===== src/rtl/qei_pkg.sv =====
// -----------------------------------------------------------------------------
// qei_pkg
// Shared definitions for the quadrature encoder interface:
//   - step_e        : decoded step between two consecutive filtered AB states
//   - ERR_CNT_BITS  : width of the saturating illegal-transition counter
//   - DEF_FILT_LEN  : default glitch-filter length
//   - DEF_PERIOD_BITS : default width of the speed period input
//   - qei_decode()  : 4x quadrature decode of (prev_ab, cur_ab), bit1 = A
// -----------------------------------------------------------------------------
package qei_pkg;

  typedef enum logic [1:0] {
    STEP_NONE = 2'd0,
    STEP_UP   = 2'd1,
    STEP_DOWN = 2'd2,
    STEP_ERR  = 2'd3
  } step_e;

  localparam int ERR_CNT_BITS    = 8;
  localparam int DEF_FILT_LEN    = 3;
  localparam int DEF_PERIOD_BITS = 16;

  // Up sequence (A,B): 00 -> 10 -> 11 -> 01 -> 00. Any other single-bit
  // change is the reverse of one of these, so it is a down step.
  function automatic step_e qei_decode(input logic [1:0] prev_ab,
                                       input logic [1:0] cur_ab);
    step_e s;
    s = STEP_NONE;
    if ((prev_ab ^ cur_ab) == 2'b11) begin
      s = STEP_ERR;
    end else if (prev_ab != cur_ab) begin
      case ({prev_ab, cur_ab})
        4'b0010, 4'b1011, 4'b1101, 4'b0100: s = STEP_UP;
        default:                            s = STEP_DOWN;
      endcase
    end
    return s;
  endfunction

endpackage


===== src/rtl/qei_filter.sv =====
// -----------------------------------------------------------------------------
// qei_filter
// Two-flop synchroniser followed by a run-length glitch filter for one
// asynchronous encoder pin.
//   clk      : system clock
//   rst_n    : asynchronous active-low reset
//   pin_i    : raw asynchronous pin
//   filt_o   : filtered level; follows the pin only after FILT_LEN
//              consecutive identical synchronised samples
//   primed_o : set once the filter has seen FILT_LEN stable samples; sticky
// -----------------------------------------------------------------------------
module qei_filter
  import qei_pkg::*;
#(
  parameter int FILT_LEN = DEF_FILT_LEN
) (
  input  logic clk,
  input  logic rst_n,
  input  logic pin_i,
  output logic filt_o,
  output logic primed_o
);

  localparam int CW = $clog2(FILT_LEN + 1);

  logic          sync1_q, sync2_q;
  logic [1:0]    warm_q;
  logic          last_q, last_d;
  logic [CW-1:0] run_q, run_d;
  logic          filt_q, filt_d;
  logic          primed_q, primed_d;

  // The first two synchroniser outputs after reset are the flops' reset
  // value, not the pin. warm_q holds the filter off until real samples
  // arrive so those zeros can never prime the filter.
  always_comb begin
    last_d   = last_q;
    run_d    = run_q;
    filt_d   = filt_q;
    primed_d = primed_q;
    if (warm_q[1]) begin
      last_d = sync2_q;
      if (run_q != '0 && sync2_q == last_q) begin
        if (run_q != CW'(FILT_LEN)) run_d = run_q + 1'b1;
      end else begin
        run_d = CW'(1);
      end
      if (run_d == CW'(FILT_LEN)) begin
        filt_d   = sync2_q;
        primed_d = 1'b1;
      end
    end
  end

  always_ff @(posedge clk or negedge rst_n) begin
    if (!rst_n) begin
      sync1_q  <= 1'b0;
      sync2_q  <= 1'b0;
      warm_q   <= 2'b00;
      last_q   <= 1'b0;
      run_q    <= '0;
      filt_q   <= 1'b0;
      primed_q <= 1'b0;
    end else begin
      sync1_q  <= pin_i;
      sync2_q  <= sync1_q;
      warm_q   <= {warm_q[0], 1'b1};
      last_q   <= last_d;
      run_q    <= run_d;
      filt_q   <= filt_d;
      primed_q <= primed_d;
    end
  end

  assign filt_o   = filt_q;
  assign primed_o = primed_q;

endmodule


===== src/rtl/qei_speed.sv =====
// -----------------------------------------------------------------------------
// qei_speed
// Quadrature encoder interface: filtered 4x decode into an NBITS position
// counter, saturating illegal-transition counter, and a signed per-period
// speed sample.
// Optional build macro: QEI_INDEX_EN adds the in_I / index_seen ports; a
// rising filtered index zeroes the position.
//   clk, rst_n    : clock, asynchronous active-low reset
//   clr           : synchronous clear of pos, speed, err_cnt, period counter,
//                   snapshot (and index_seen)
//   en            : count enable
//   in_A, in_B    : encoder channels (asynchronous)
//   in_I          : encoder index (asynchronous, QEI_INDEX_EN only)
//   period        : speed sample period in clk cycles, 0 = no sampling
//   pos, dir      : position count, direction of last valid step (1 = up)
//   speed         : signed position delta over the last period
//   speed_valid   : one-cycle pulse when speed updates
//   err_cnt       : saturating illegal-transition count
//   index_seen    : sticky index flag (QEI_INDEX_EN only)
// -----------------------------------------------------------------------------
module qei_speed
  import qei_pkg::*;
#(
  parameter int NBITS       = 16,
  parameter int FILT_LEN    = DEF_FILT_LEN,
  parameter int SPEED_BITS  = 16,
  parameter int PERIOD_BITS = DEF_PERIOD_BITS
) (
  input  logic                         clk,
  input  logic                         rst_n,
  input  logic                         clr,
  input  logic                         en,
  input  logic                         in_A,
  input  logic                         in_B,
`ifdef QEI_INDEX_EN
  input  logic                         in_I,
`endif
  input  logic [PERIOD_BITS-1:0]       period,
  output logic [NBITS-1:0]             pos,
  output logic                         dir,
  output logic signed [SPEED_BITS-1:0] speed,
  output logic                         speed_valid,
  output logic [ERR_CNT_BITS-1:0]      err_cnt
`ifdef QEI_INDEX_EN
  ,
  output logic                         index_seen
`endif
);

`ifdef QEI_INDEX_EN
  localparam int NIN = 3;
`else
  localparam int NIN = 2;
`endif

  logic [NIN-1:0] pins, filt, primed;

  assign pins[0] = in_A;
  assign pins[1] = in_B;
`ifdef QEI_INDEX_EN
  assign pins[2] = in_I;
`endif

  generate
    for (genvar gi = 0; gi < NIN; gi++) begin : g_filt
      qei_filter #(.FILT_LEN(FILT_LEN)) u_filt (
        .clk      (clk),
        .rst_n    (rst_n),
        .pin_i    (pins[gi]),
        .filt_o   (filt[gi]),
        .primed_o (primed[gi])
      );
    end
  endgenerate

  logic [1:0]               cur_ab, prev_ab_q;
  logic                     primed_q;
  step_e                    step;
  logic                     idx_rise;
  logic [NBITS-1:0]         pos_q, pos_d;
  logic                     dir_q, dir_d;
  logic [ERR_CNT_BITS-1:0]  err_q, err_d;
  logic [PERIOD_BITS-1:0]   cnt_q, cnt_d;
  logic [NBITS-1:0]         snap_q, snap_d;
  logic signed [SPEED_BITS-1:0] speed_q, speed_d;
  logic                     valid_q, valid_d;
  logic [NBITS-1:0]         diff;
  logic                     diff_fits;
  logic [SPEED_BITS-1:0]    diff_sat;

  assign cur_ab = {filt[0], filt[1]};

  // Decoding waits one cycle after every filter is primed; by then prev_ab
  // has tracked the filtered state, so pins high at reset give no step.
  assign step = primed_q ? qei_decode(prev_ab_q, cur_ab) : STEP_NONE;

`ifdef QEI_INDEX_EN
  logic prev_i_q;
  logic idx_seen_q, idx_seen_d;
  assign idx_rise   = primed_q & filt[2] & ~prev_i_q;
  assign index_seen = idx_seen_q;
`else
  assign idx_rise = 1'b0;
`endif

  // Position / direction / error counter.
  always_comb begin
    pos_d = pos_q;
    dir_d = dir_q;
    err_d = err_q;
`ifdef QEI_INDEX_EN
    idx_seen_d = idx_seen_q;
`endif
    if (clr) begin
      pos_d = '0;
      err_d = '0;
`ifdef QEI_INDEX_EN
      idx_seen_d = 1'b0;
`endif
    end else if (en) begin
      case (step)
        STEP_UP: begin
          pos_d = pos_q + 1'b1;
          dir_d = 1'b1;
        end
        STEP_DOWN: begin
          pos_d = pos_q - 1'b1;
          dir_d = 1'b0;
        end
        STEP_ERR: begin
          if (err_q != {ERR_CNT_BITS{1'b1}}) err_d = err_q + 1'b1;
        end
        default: ;
      endcase
      // Index zeroing overrides any step landing in the same cycle.
      if (idx_rise) pos_d = '0;
`ifdef QEI_INDEX_EN
      if (idx_rise) idx_seen_d = 1'b1;
`endif
    end
  end

  // Window delta, taken modulo 2^NBITS, then clamped to the signed
  // SPEED_BITS range: it fits when all bits above the output sign agree.
  assign diff      = pos_q - snap_q;
  assign diff_fits = (diff[NBITS-1:SPEED_BITS-1] == '0) ||
                     (diff[NBITS-1:SPEED_BITS-1] == '1);
  assign diff_sat  = diff_fits ? diff[SPEED_BITS-1:0] :
                     (diff[NBITS-1] ? {1'b1, {(SPEED_BITS-1){1'b0}}}
                                    : {1'b0, {(SPEED_BITS-1){1'b1}}});

  // Period counter and speed sample; uses the registered pos so a step
  // in the sample cycle is counted in the following window.
  always_comb begin
    cnt_d   = cnt_q;
    snap_d  = snap_q;
    speed_d = speed_q;
    valid_d = 1'b0;
    if (clr) begin
      cnt_d   = '0;
      snap_d  = '0;
      speed_d = '0;
    end else begin
      if (period == '0) begin
        cnt_d = '0;
      end else if (cnt_q >= period - 1'b1) begin
        // >= rather than == so a shortened period cannot strand the counter.
        cnt_d   = '0;
        speed_d = diff_sat;
        snap_d  = pos_q;
        valid_d = 1'b1;
      end else begin
        cnt_d = cnt_q + 1'b1;
      end
      // Shift the snapshot by the same amount the index removes from pos
      // so the current window still measures true travel.
      if (en && idx_rise) snap_d = snap_d - pos_q;
    end
  end

  always_ff @(posedge clk or negedge rst_n) begin
    if (!rst_n) begin
      prev_ab_q <= 2'b00;
      primed_q  <= 1'b0;
      pos_q     <= '0;
      dir_q     <= 1'b0;
      err_q     <= '0;
      cnt_q     <= '0;
      snap_q    <= '0;
      speed_q   <= '0;
      valid_q   <= 1'b0;
    end else begin
      prev_ab_q <= cur_ab;
      primed_q  <= &primed;
      pos_q     <= pos_d;
      dir_q     <= dir_d;
      err_q     <= err_d;
      cnt_q     <= cnt_d;
      snap_q    <= snap_d;
      speed_q   <= speed_d;
      valid_q   <= valid_d;
    end
  end

`ifdef QEI_INDEX_EN
  always_ff @(posedge clk or negedge rst_n) begin
    if (!rst_n) begin
      prev_i_q   <= 1'b0;
      idx_seen_q <= 1'b0;
    end else begin
      prev_i_q   <= filt[2];
      idx_seen_q <= idx_seen_d;
    end
  end
`endif

  assign pos         = pos_q;
  assign dir         = dir_q;
  assign err_cnt     = err_q;
  assign speed       = speed_q;
  assign speed_valid = valid_q;

endmodule


===== config.mk =====
export PLATFORM = sky130hd
export DESIGN_NAME = qei_speed
export DESIGN_NICKNAME = d
export VERILOG_FILES = /design/src/rtl/qei_pkg.sv /design/src/rtl/qei_filter.sv /design/src/rtl/qei_speed.sv
export SDC_FILE = /design/constraint.sdc
export NUM_CORES = 1
export LEC_CHECK = 0
export ABC_AREA = 1
export BUFFER_PORTS_ARGS = -buffer_cell sky130_fd_sc_hd__buf_2
export CORE_MARGIN = 3
export CORE_UTILIZATION = 65
export CTS_BUF_LIST = sky130_fd_sc_hd__clkbuf_8
export DETAILED_ROUTE_END_ITERATION = 8
export PLACE_DENSITY = 0.86
export SETUP_SLACK_MARGIN = 0.05
export SYNTH_ARGS = -nofsm -noshare
export SYNTH_HDL_FRONTEND = slang
export SYNTH_HIERARCHICAL = 1
export SYNTH_SLANG_ARGS = --single-unit

===== constraint.sdc =====
create_clock -name clk -period 5.4 [get_ports clk]
set_clock_uncertainty 0.1 [all_clocks]
set_input_delay 0.81 -clock clk [delete_from_list [all_inputs] [get_ports clk]]
set_output_delay 0.81 -clock clk [all_outputs]
set_load 0.1 [all_outputs]

==> impl_metrics.csv, run 1 <==
group,metric,value,unit
layout,stdcell_area,7100,sq um
floorplanning,die_x,106,microns
power,power.switching,1.69,mW
power,pwr-share-comb,58.1,%
sta,finalCriticalPeriod,3.58,ns
power,p_leak,3.98,nW
grt,grt_usage,26.6,%
floorplanning,fp.dieH,106,microns
grt,grt_max_degree,62,
clocking,numClockSinks,95,
clocking,post_cts_buffers,0,
floorplanning,core,9500,sq um
worst_setup_path,setup.worst_path.end_class,"flip-flop",
place,pre_cts_ws,1.42,ns
worst_hold_path,holdCritStartpoint,"g_filt[0].u_filt/sync1_q",
grt,grt-ovfl-total,0,
power,power_frac_clock,14.7,%
floorplanning,io_pins,64,
sta,post-route-period-util,66.3,%
drt,totalWireLength,14200,microns
synth,yosys_warnings,6,
synth,synth-xor-area-share,5.38,%
synth,synth_nets,963,
synth,avgSynthCellArea,7.32,sq um
worst_setup_path,worst-setup-path-type,"primary input to flip-flop",
drt,first_pass_iters,5,
floorplanning,rows,35,
worst_setup_path,crit_path_max_fanout,25,
sta,setup_viol,0,
clocking,cts_max_level,3,
floorplanning,start_util,68.5,%
synth,synth_fa_ha_area_share,10.2,%
synth,synth_cell_types,37,
layout,final_nets,1023,
worst_setup_path,r2r_start,"g_filt[0].u_filt/filt_o",
drt,dr_total_vias,5801,
worst_setup_path,reg2reg_depth,14,
worst_hold_path,whs_path_depth,0,
place,dp_hpwl,10500,microns
synth,ys_seq_area_share,36.5,%
clocking,clk_latency,0.37,ns
synth,synthMuxAreaShare,0,%
place,portBuffers,63,
clocking,tritoncts,"done",
synth,syn-cell-area,6510,sq um
grt,grt_pass1_wl,24800,microns
layout,fillers,766,
synth,ys_ff_latch,95,
synth,yosys.area_share.simple,32.7,%
clocking,cts-resized-gates,0,
layout,layout-drive-gt1-share,12.1,%
worst_hold_path,hold_end,"g_filt[0].u_filt/sync2_q",
layout,antenna_cells,0,
sta,finalSetupTns,0,ns
grt,grt_pass1_vias,5533,
power,swShare,52.8,%
synth,synth_top_family_by_area,"simple AND/OR/NAND/NOR gates",
sta,worst_pin_slew,0.816,ns
sta,slew_violations,0,
synth,syn_inst,889,
power,p_int,1.51,mW
drt,vias_per_cell,5.36,
sta,worst_slack,1.82,ns
place,placed_area,6900,sq um
synth,synth_edf_count,0,
power,p_per_area,452,nW/um^2
worst_setup_path,r2r_slack,2.11,ns
worst_setup_path,critPathLaunchType,"primary input",
synth,synth_compound_area_share,6.84,%
grt,antenna_found_initial,0,
drt,drcViolationCount,0,
job,cap_viol_max_count,0,
synth,yosys_most_used_dff,"dfrtp_1",
worst_hold_path,hp-class,"flip-flop to flip-flop",
clocking,ctsHoldBuffers,0,
drt,first_iter_violations,349,
worst_setup_path,crit_required,5.57,ns
worst_setup_path,r2r-end,"pos[14]",
drt,antenna_left,0,
sta,final-hold-violation-count,0,
clocking,path_clk_slew,0.10,ns
synth,synthArstFlopShare,100,%
floorplanning,dieArea,11200,sq um
place,gp_congestion,0.911,
layout,final_util,74.7,%
clocking,cts.path.max_buffers,2,
sta,rsz0062_at_grt,"false",
drt,avgRoutedWirePerCell,13.1,microns
clocking,root_buffer,"clkbuf_8",
worst_setup_path,worst_ep_arrival_time,3.75,ns
sta,fmax,0.279,GHz
clocking,cts_made_buffers,9,
power,pwr-share-seq,27.1,%
outcome,status,"completed",
sta,slew_headroom,45.4,%
power,ir_drop,0.000492,V
layout,area_growth,9.02,%
## flip-flops by register name, indices dropped and copies added, names as in the netlist
register	count
err_cnt	8
g_filt.u_filt/warm_q	4
g_filt.u_filt/run_q	4
g_filt.u_filt/sync2_q	2
snap_q	16
g_filt.u_filt/filt_o	2
speed_valid	1
dir	1
speed	16
primed_q	1
g_filt.u_filt/last_q	2
g_filt.u_filt/primed_o	2
g_filt.u_filt/sync1_q	2
prev_ab_q	2
cnt_q	16
pos	16
## synth_stat cells (2+ instances only)
library cell / number / area share [%]
nand2_1: 290 / 17
inv_1: 106 / 6.1
dfrtp_1: 95 / 37
nor2_1: 76 / 4.4
ha_1: 50 / 9.6
a21oi_1: 41 / 3.2
nand3_1: 39 / 3.0
nand4_1: 32 / 3.1
xor2_1: 29 / 3.9
o21ai_0: 19 / 1.5
o21ai_1: 12 / 0.92
inv_2: 11 / 0.63
xnor2_1: 11 / 1.5
nand3b_1: 9 / 1.0
nor3_1: 8 / 0.62
nor2_2: 7 / 0.67
buf_2: 5 / 0.38
nand2_2: 5 / 0.48
buf_6: 4 / 0.69
nand3_2: 4 / 0.62
a21o_1: 3 / 0.35
and2_1: 3 / 0.29
buf_1: 3 / 0.17
clkbuf_1: 3 / 0.17
nor2_4: 3 / 0.52
o31ai_1: 3 / 0.35
a31oi_1: 2 / 0.19
conb_1: 2 / 0.12
fa_1: 2 / 0.62
nand4_4: 2 / 0.65
o21bai_1: 2 / 0.23
o22ai_1: 2 / 0.19
or2_2: 2 / 0.19
## worst max path at each step
stage | from | end | slack, ns
3_5_place_dp | period[0] | speed[10] | 1.42
6_report | period[0] | speed[15] | 1.82
2_1_floorplan | period[0] | speed[10] | 2.15
4_1_cts | period[0] | speed[15] | 1.79
5_1_grt | period[0] | speed[4] | 1.50
3_3_place_gp | period[0] | speed[14] | 1.57
## layer usage
layer  track usage, %  share of wire, %  vias to the layer above
li1                 -                 -                     2966
met1             36.3                47                     2660
met2             44.6                47                      157
met3             4.80               5.6                       18
met4             5.64              0.93                        0
met5                0                 0                        -
## placed cells by master, fill, tap and decap left out, types with 2 or more instances in the layout
cell type / count
a21o_1: 3
a21oi_1: 41
a31oi_1: 2
and2_1: 3
buf_2: 62
buf_4: 2
clkbuf_8: 9
conb_1: 2
dfrtp_1: 95
fa_1: 2
ha_1: 50
inv_1: 106
inv_2: 11
inv_6: 3
inv_8: 3
nand2_1: 290
nand2_2: 5
nand3_1: 39
nand3_2: 4
nand3b_1: 9
nand4_1: 32
nand4_4: 2
nor2_1: 76
nor2_2: 7
nor2_4: 3
nor3_1: 8
o21ai_0: 19
o21ai_1: 12
o21bai_1: 2
o22ai_1: 2
o31ai_1: 3
or2_2: 2
xnor2_1: 11
xor2_1: 29
## cells by family (layout without fill, tap and decap cells)
family	Yosys count	in the layout
other	2	2
XOR/XNOR	40	40
AO/OA/AOI/OAI	84	84
buffers and inverters	132	197
adder cells (fa/ha/maj)	52	52
flip-flops	95	95
AND/OR/NAND/NOR	484	484
## power by group through the flow
stage / Sequential (mW) / Combinational (mW) / Clock [mW]
2_1_floorplan: 1.19 / 1.19 / 0
3_3_place_gp: 0.879 / 1.80 / 0
3_5_place_dp: 0.881 / 1.84 / 0
4_1_cts: 0.867 / 1.85 / 0.477
5_1_grt: 0.882 / 2.11 / 0.507
6_report: 0.870 / 1.86 / 0.472
## per-stage QoR
stage | power, mW | hold slack [ns] | std cells
after CTS | 3.20 | 0.266 | 1083
after floorplan | 2.38 | 0.231 | 889
after global placement | 2.68 | 0.231 | 1067
after global routing | 3.50 | 0.270 | 1083
after detailed placement | 2.72 | 0.239 | 1067
final | 3.20 | 0.262 | 1083
## cell type report
cell class / count / area [sq um] / share of cell area, %
clock buffer: 9 / 124 / 1.75
clock inverter: 7 / 68.8 / 0.970
inverter: 117 / 439 / 6.19
multi-input combinational: 662 / 3600 / 50.7
sequential: 95 / 2380 / 33.5
tap: 129 / 161 / 2.27
timing repair buffer: 64 / 325 / 4.58
## worst max-delay path: stages
cell     delay (ns)
buf_2          0.11
inv_1          0.13
ha_1           0.23
inv_2          0.05
nor2_2         0.12
nand4_4        0.13
nor3_1         0.27
nand3_1        0.15
xor2_1         0.15
inv_1          0.06
ha_1           0.26
nand2_1        0.09
o21ai_0        0.09
a21oi_1        0.24
nand2_2        0.35
nand2_1        0.21
nand2_2        0.13
nand2_1        0.12
nand2_1        0.05
Note: power is estimated with default switching activity, not from simulation.
==> run 2, diff against run 1 <==
--- a/config.mk
+++ b/config.mk
@@ -8,10 +8,10 @@
 export ABC_AREA = 1
 export BUFFER_PORTS_ARGS = -buffer_cell sky130_fd_sc_hd__buf_2
 export CORE_MARGIN = 3
-export CORE_UTILIZATION = 65
+export CORE_UTILIZATION = 62
 export CTS_BUF_LIST = sky130_fd_sc_hd__clkbuf_8
 export DETAILED_ROUTE_END_ITERATION = 8
-export PLACE_DENSITY = 0.86
+export PLACE_DENSITY = 0.82
 export SETUP_SLACK_MARGIN = 0.05
 export SYNTH_ARGS = -nofsm -noshare
 export SYNTH_HDL_FRONTEND = slang
==> constraint.sdc (replaced) <==
create_clock -name clk -period 3.55 [get_ports clk]
set_clock_uncertainty 0.1 [all_clocks]
set_input_delay 0.5325 -clock clk [delete_from_list [all_inputs] [get_ports clk]]
set_output_delay 0.5325 -clock clk [all_outputs]
set_load 0.1 [all_outputs]
==> run 2 against run 1 <==
Compared with the run above:
- sequential power grew 52%
- highest routed layer unchanged
- cell count grew 0.74%
- utilization shrank 3.1 points
- critical endpoint is now pos[14]
- critical path type is now flip-flop to flip-flop
- count of clock-buffer cells in the layout is the same
- design area grew 0.92%
- total power grew 53%
- flip-flop and latch count is the same
==> impl_metrics.csv, run 2 (synthesis results as in run 1) <==
group,metric,value,unit
clocking,cts-resized-gates,0,
sta,setup_viol,0,
sta,final-hold-violation-count,0,
worst_setup_path,crit_path_max_fanout,14,
grt,grt_max_degree,75,
layout,register_area,2380,sq um
floorplanning,die_x,108,microns
drt,dr_total_vias,5744,
layout,multi_input_area,3600,sq um
grt,antenna_found_initial,0,
clocking,post_cts_buffers,0,
power,p_per_area,686,nW/um^2
drt,antenna_left,0,
worst_setup_path,worst_ep_arrival_time,3.35,ns
place,gp_congestion,0.848,
floorplanning,io_pins,64,
clocking,path_clk_slew,0.11,ns
clocking,cts_max_level,3,
floorplanning,core,10000,sq um
grt,grt_pass1_vias,5283,
clocking,tritoncts,"done",
sta,finalSetupTns,0,ns
layout,antenna_cells,0,
floorplanning,dieArea,11800,sq um
layout,area_growth,10.0,%
sta,post-route-period-util,89.4,%
place,portBuffers,63,
floorplanning,fp.dieH,108,microns
sta,fmax,0.315,GHz
worst_setup_path,setup.worst_path.end_class,"flip-flop",
outcome,status,"completed",
clocking,cts_made_buffers,9,
grt,grt_usage,24.9,%
power,ir_drop,0.000680,V
floorplanning,start_util,65.1,%
job,cap_viol_max_count,0,
layout,stdcell_area,7160,sq um
sta,worst_pin_slew,0.934,ns
sta,slew_violations,0,
grt,grt_pass1_wl,23800,microns
place,placed_area,6950,sq um
place,dp_hpwl,10400,microns
layout,final_nets,1027,
worst_setup_path,crit_required,3.72,ns
floorplanning,rows,36,
clocking,clk_latency,0.37,ns
clocking,ctsHoldBuffers,0,
layout,layout-drive-gt1-share,12.4,%
drt,vias_per_cell,5.26,
worst_setup_path,worst-setup-path-type,"flip-flop to flip-flop",
worst_setup_path,critPathLaunchType,"flip-flop",
sta,rsz0062_at_grt,"false",
power,p_leak,4.01,nW
drt,totalWireLength,13900,microns
grt,grt-ovfl-total,0,
sta,slew_headroom,37.8,%
clocking,cts.path.max_buffers,2,
drt,drcViolationCount,0,
layout,mostFrequentLayoutCells,"nand2_1 (290), inv_1 (106), dfrtp_1 (95)",
worst_hold_path,hp-class,"primary input to flip-flop",
layout,fillers,891,
sta,finalCriticalPeriod,3.18,ns
drt,avgRoutedWirePerCell,12.7,microns
layout,mostFrequentLayoutCell,"nand2_1",
drt,first_pass_iters,5,
clocking,root_buffer,"clkbuf_8",
clocking,numClockSinks,95,
drt,first_iter_violations,310,
run 2: changes by cell type in the layout (fill, tap and decap cells not counted), sizes merged:
cell,change
buf,+4
inv,-4
clkinv,+4
run 2: through the flow:
step                util [%]  hold WS, ns  total power [mW]  instances  worst slack (ns)
finish                  71.6        0.153              4.91       1091             0.375
global route            71.6        0.138              5.35       1091            0.0563
CTS                     71.6        0.134              4.92       1091             0.340
detailed placement      69.5        0.236              4.17       1075             0.197
global placement        69.5        0.232              4.12       1075             0.340
floorplan                  -        0.137              3.62        889             0.582
run 2: path summary, 6_finish.rpt:
path	start	end	slack, ns	depth (start not counted)
min	in_A	g_filt[0].u_filt/sync1_q	0.15	1
max	g_filt[1].u_filt/filt_o	pos[14]	0.37	14
min in group asynchronous	rst_n	err_cnt[0]	0.18	1
min reg2reg	g_filt[1].u_filt/sync1_q	g_filt[1].u_filt/sync2_q	0.26	0
max in group asynchronous	rst_n	prev_ab_q[0]	2.32	2
max reg2reg	g_filt[1].u_filt/filt_o	pos[14]	0.37	14
run 2: power by group:
group | switching [mW] | internal (mW) | total (mW)
clock | 0.453 | 0.282 | 0.736
sequential | 0.122 | 1.20 | 1.32
combinational | 2.01 | 0.849 | 2.86
run 2: final cells by class:
cell class / instances / area share [%]
clock buffer: 9 / 1.73
clock inverter: 7 / 1.21
inverter: 117 / 6.13
multi-input combinational: 662 / 50.3
sequential: 95 / 33.2
tap: 133 / 2.32
timing repair buffer: 68 / 5.14
run 2: worst max-delay path, cell delays in order (launching register included):
cell	delay, ns
dfrtp_1	0.43
xor2_1	0.20
nor2_1	0.07
nor3_1	0.23
ha_1	0.58
inv_1	0.12
fa_1	0.43
o21ai_1	0.33
nand2_1	0.09
nand2_1	0.15
nand3_1	0.11
nand2_1	0.07
nand2_1	0.05
nand3_1	0.06
nand2_1	0.06
run 2: metal layers:
metal | up-vias | part of all wire [%] | track usage [%]
li1 | 2969 | - | -
met1 | 2619 | 49 | 36.6
met2 | 144 | 44 | 39.5
met3 | 12 | 5.4 | 3.88
met4 | 0 | 1.1 | 4.87
met5 | - | 0 | 0
==> run 3, diff against run 2 <==
--- a/config.mk
+++ b/config.mk
@@ -6,12 +6,12 @@
 export NUM_CORES = 1
 export LEC_CHECK = 0
 export ABC_AREA = 1
-export BUFFER_PORTS_ARGS = -buffer_cell sky130_fd_sc_hd__buf_2
 export CORE_MARGIN = 3
-export CORE_UTILIZATION = 62
+export CORE_UTILIZATION = 65
 export CTS_BUF_LIST = sky130_fd_sc_hd__clkbuf_8
 export DETAILED_ROUTE_END_ITERATION = 8
-export PLACE_DENSITY = 0.82
+export DONT_BUFFER_PORTS = 1
+export PLACE_DENSITY = 0.8
 export SETUP_SLACK_MARGIN = 0.05
 export SYNTH_ARGS = -nofsm -noshare
 export SYNTH_HDL_FRONTEND = slang
==> run 3 against run 2 <==
Compared with the run above:
- routed wire length up 3.1%
- setup slack better by 0.17 ns
- critical path depth up 1
- critical endpoint unchanged
- highest routed layer unchanged
==> impl_metrics.csv, run 3 (synthesis results as in run 1) <==
group,metric,value,unit
layout,fillers,735,
worst_setup_path,path_common_cell,"nand2_1",
layout,layout-drive-gt1-share,8.40,%
drt,totalWireLength,14300,microns
floorplanning,fp.dieH,106,microns
floorplanning,core,9500,sq um
place,dp_hpwl,10700,microns
power,p_per_area,699,nW/um^2
sta,finalCriticalPeriod,3.00,ns
worst_setup_path,setup.worst_path.end_class,"flip-flop",
floorplanning,rows,35,
drt,vias_per_cell,5.47,
worst_setup_path,cp_slowest_stage_delay,0.43,ns
outcome,status,"completed",
clocking,tritoncts,"done",
clocking,cts_max_level,3,
grt,grt_max_degree,96,
floorplanning,die_x,106,microns
drt,first_pass_iters,6,
floorplanning,io_pins,64,
worst_setup_path,crit_path_max_fanout,17,
worst_setup_path,timing.critical_path.slowest_stage_cell,"dfrtp_1",
sta,finalSetupTns,0,ns
floorplanning,start_util,68.5,%
job,cap_viol_max_count,0,
clocking,path_clk_slew,0.11,ns
worst_setup_path,path_cells,"xor2_1, nor2_1, nor3_1, ha_1, buf_4, inv_1, fa_1, o21ai_1, nand2_1, nand2_1, nand3_1, nand2_1, nand2_1, nand3_1, nand2_1",
clocking,clk_latency,0.38,ns
sta,hold_ws,0.0667,ns
worst_hold_path,hp-class,"primary input to flip-flop",
sta,rsz0062_at_grt,"false",
worst_setup_path,crit_required,3.73,ns
sta,slew_headroom,29.1,%
sta,worst_pin_slew,1.06,ns
power,p_leak,3.82,nW
power,ir_drop,0.000614,V
power,total_power,4.90,mW
floorplanning,dieArea,11200,sq um
grt,antenna_found_initial,0,
clocking,root_buffer,"clkbuf_8",
grt,grt_pass1_wl,25300,microns
worst_setup_path,critPathLaunchType,"flip-flop",
worst_setup_path,critPathBufInv,2,
place,portBuffers,0,
drt,drcViolationCount,0,
drt,dr_total_vias,5722,
clocking,post_cts_buffers,0,
grt,grt_usage,27.2,%
sta,post-route-period-util,84.5,%
sta,setup_viol,0,
layout,area_growth,7.71,%
grt,gr-usage-met2,45.8,%
sta,slew_violations,0,
sta,fmax,0.333,GHz
layout,antenna_cells,0,
layout,final_nets,986,
worst_setup_path,path_delay_family,"simple AND/OR/NAND/NOR gates",
drt,first_iter_violations,428,
sta,final-hold-violation-count,0,
worst_setup_path,worst_ep_arrival_time,3.18,ns
drt,avgRoutedWirePerCell,13.7,microns
layout,mostFrequentLayoutCell,"nand2_1",
grt,met1_usage,36.1,%
layout,mostFrequentLayoutCells,"nand2_1 (290), inv_1 (106), dfrtp_1 (95)",
grt,grt-ovfl-total,0,
worst_setup_path,worst-setup-path-type,"flip-flop to flip-flop",
grt,use_met3,5.28,%
grt,grt-busiest-layer,"met2",
drt,antenna_left,0,
clocking,cts_made_buffers,9,
grt,grt_pass1_vias,5615,
clocking,cts.path.max_buffers,2,
clocking,numClockSinks,95,
place,gp_congestion,0.919,
run 3: cell count changes in the layout (fill, tap and decap cells not counted), sizes merged:
cell / change
clkinv: -1
buf: -42
dlygate4sd3: +1
inv: +1
run 3: worst paths after layout:
| kind | start | end | slack (ns) | depth (start not counted) |
|---|---|---|---|---|
| worst max-delay path | g_filt[1].u_filt/filt_o | pos[14] | 0.55 | 15 |
| worst min-delay path | in_B | g_filt[1].u_filt/sync1_q | 0.07 | 0 |
| worst max register to register | g_filt[1].u_filt/filt_o | pos[14] | 0.55 | 15 |
| worst min register to register | g_filt[0].u_filt/sync1_q | g_filt[0].u_filt/sync2_q | 0.26 | 0 |
| max in group asynchronous | rst_n | pos[7] | 2.34 | 2 |
| min in group asynchronous | rst_n | cnt_q[3] | 0.66 | 2 |
run 3: metrics by stage:
| step | instance area [sq um] | setup slack [ns] | util (%) | instances |
|---|---|---|---|---|
| after CTS | 7010 | 0.516 | 73.8 | 1046 |
| final | 7010 | 0.549 | 73.8 | 1046 |
| after floorplan | 6510 | 0.582 | - | 889 |
| after global routing | 7010 | 0.181 | 73.8 | 1046 |
| after detailed placement | 6770 | 0.239 | 71.2 | 1028 |
| after global placement | 6770 | 0.385 | 71.2 | 1028 |
run 3: layout make-up:
class / instances / area (sq um) / area share, %
Sequential cell: 95 / 2380 / 33.9
Multi-Input combinational cell: 662 / 3600 / 51.3
Clock inverter: 7 / 83.8 / 1.20
Inverter: 117 / 439 / 6.26
Timing Repair Buffer: 27 / 225 / 3.21
Tap cell: 129 / 161 / 2.30
Clock buffer: 9 / 124 / 1.77
run 3: what timing repair did:
item,in CTS,in global routing
hold buffers,2,0
hold endpoints to repair,95,0
resized for setup,0,0
run 3: metal layers:
layer	routed length, microns	share of wire, %	vias up
met5	0	0	-
met4	216	1.5	0
met3	848	5.9	28
met2	6690	47	170
met1	6550	46	2635
li1	-	-	2889
run 3: power by group:
part | switching (mW) | total [mW] | internal [mW]
clock network | 0.449 | 0.733 | 0.284
logic | 1.83 | 2.67 | 0.844
registers | 0.302 | 1.49 | 1.19
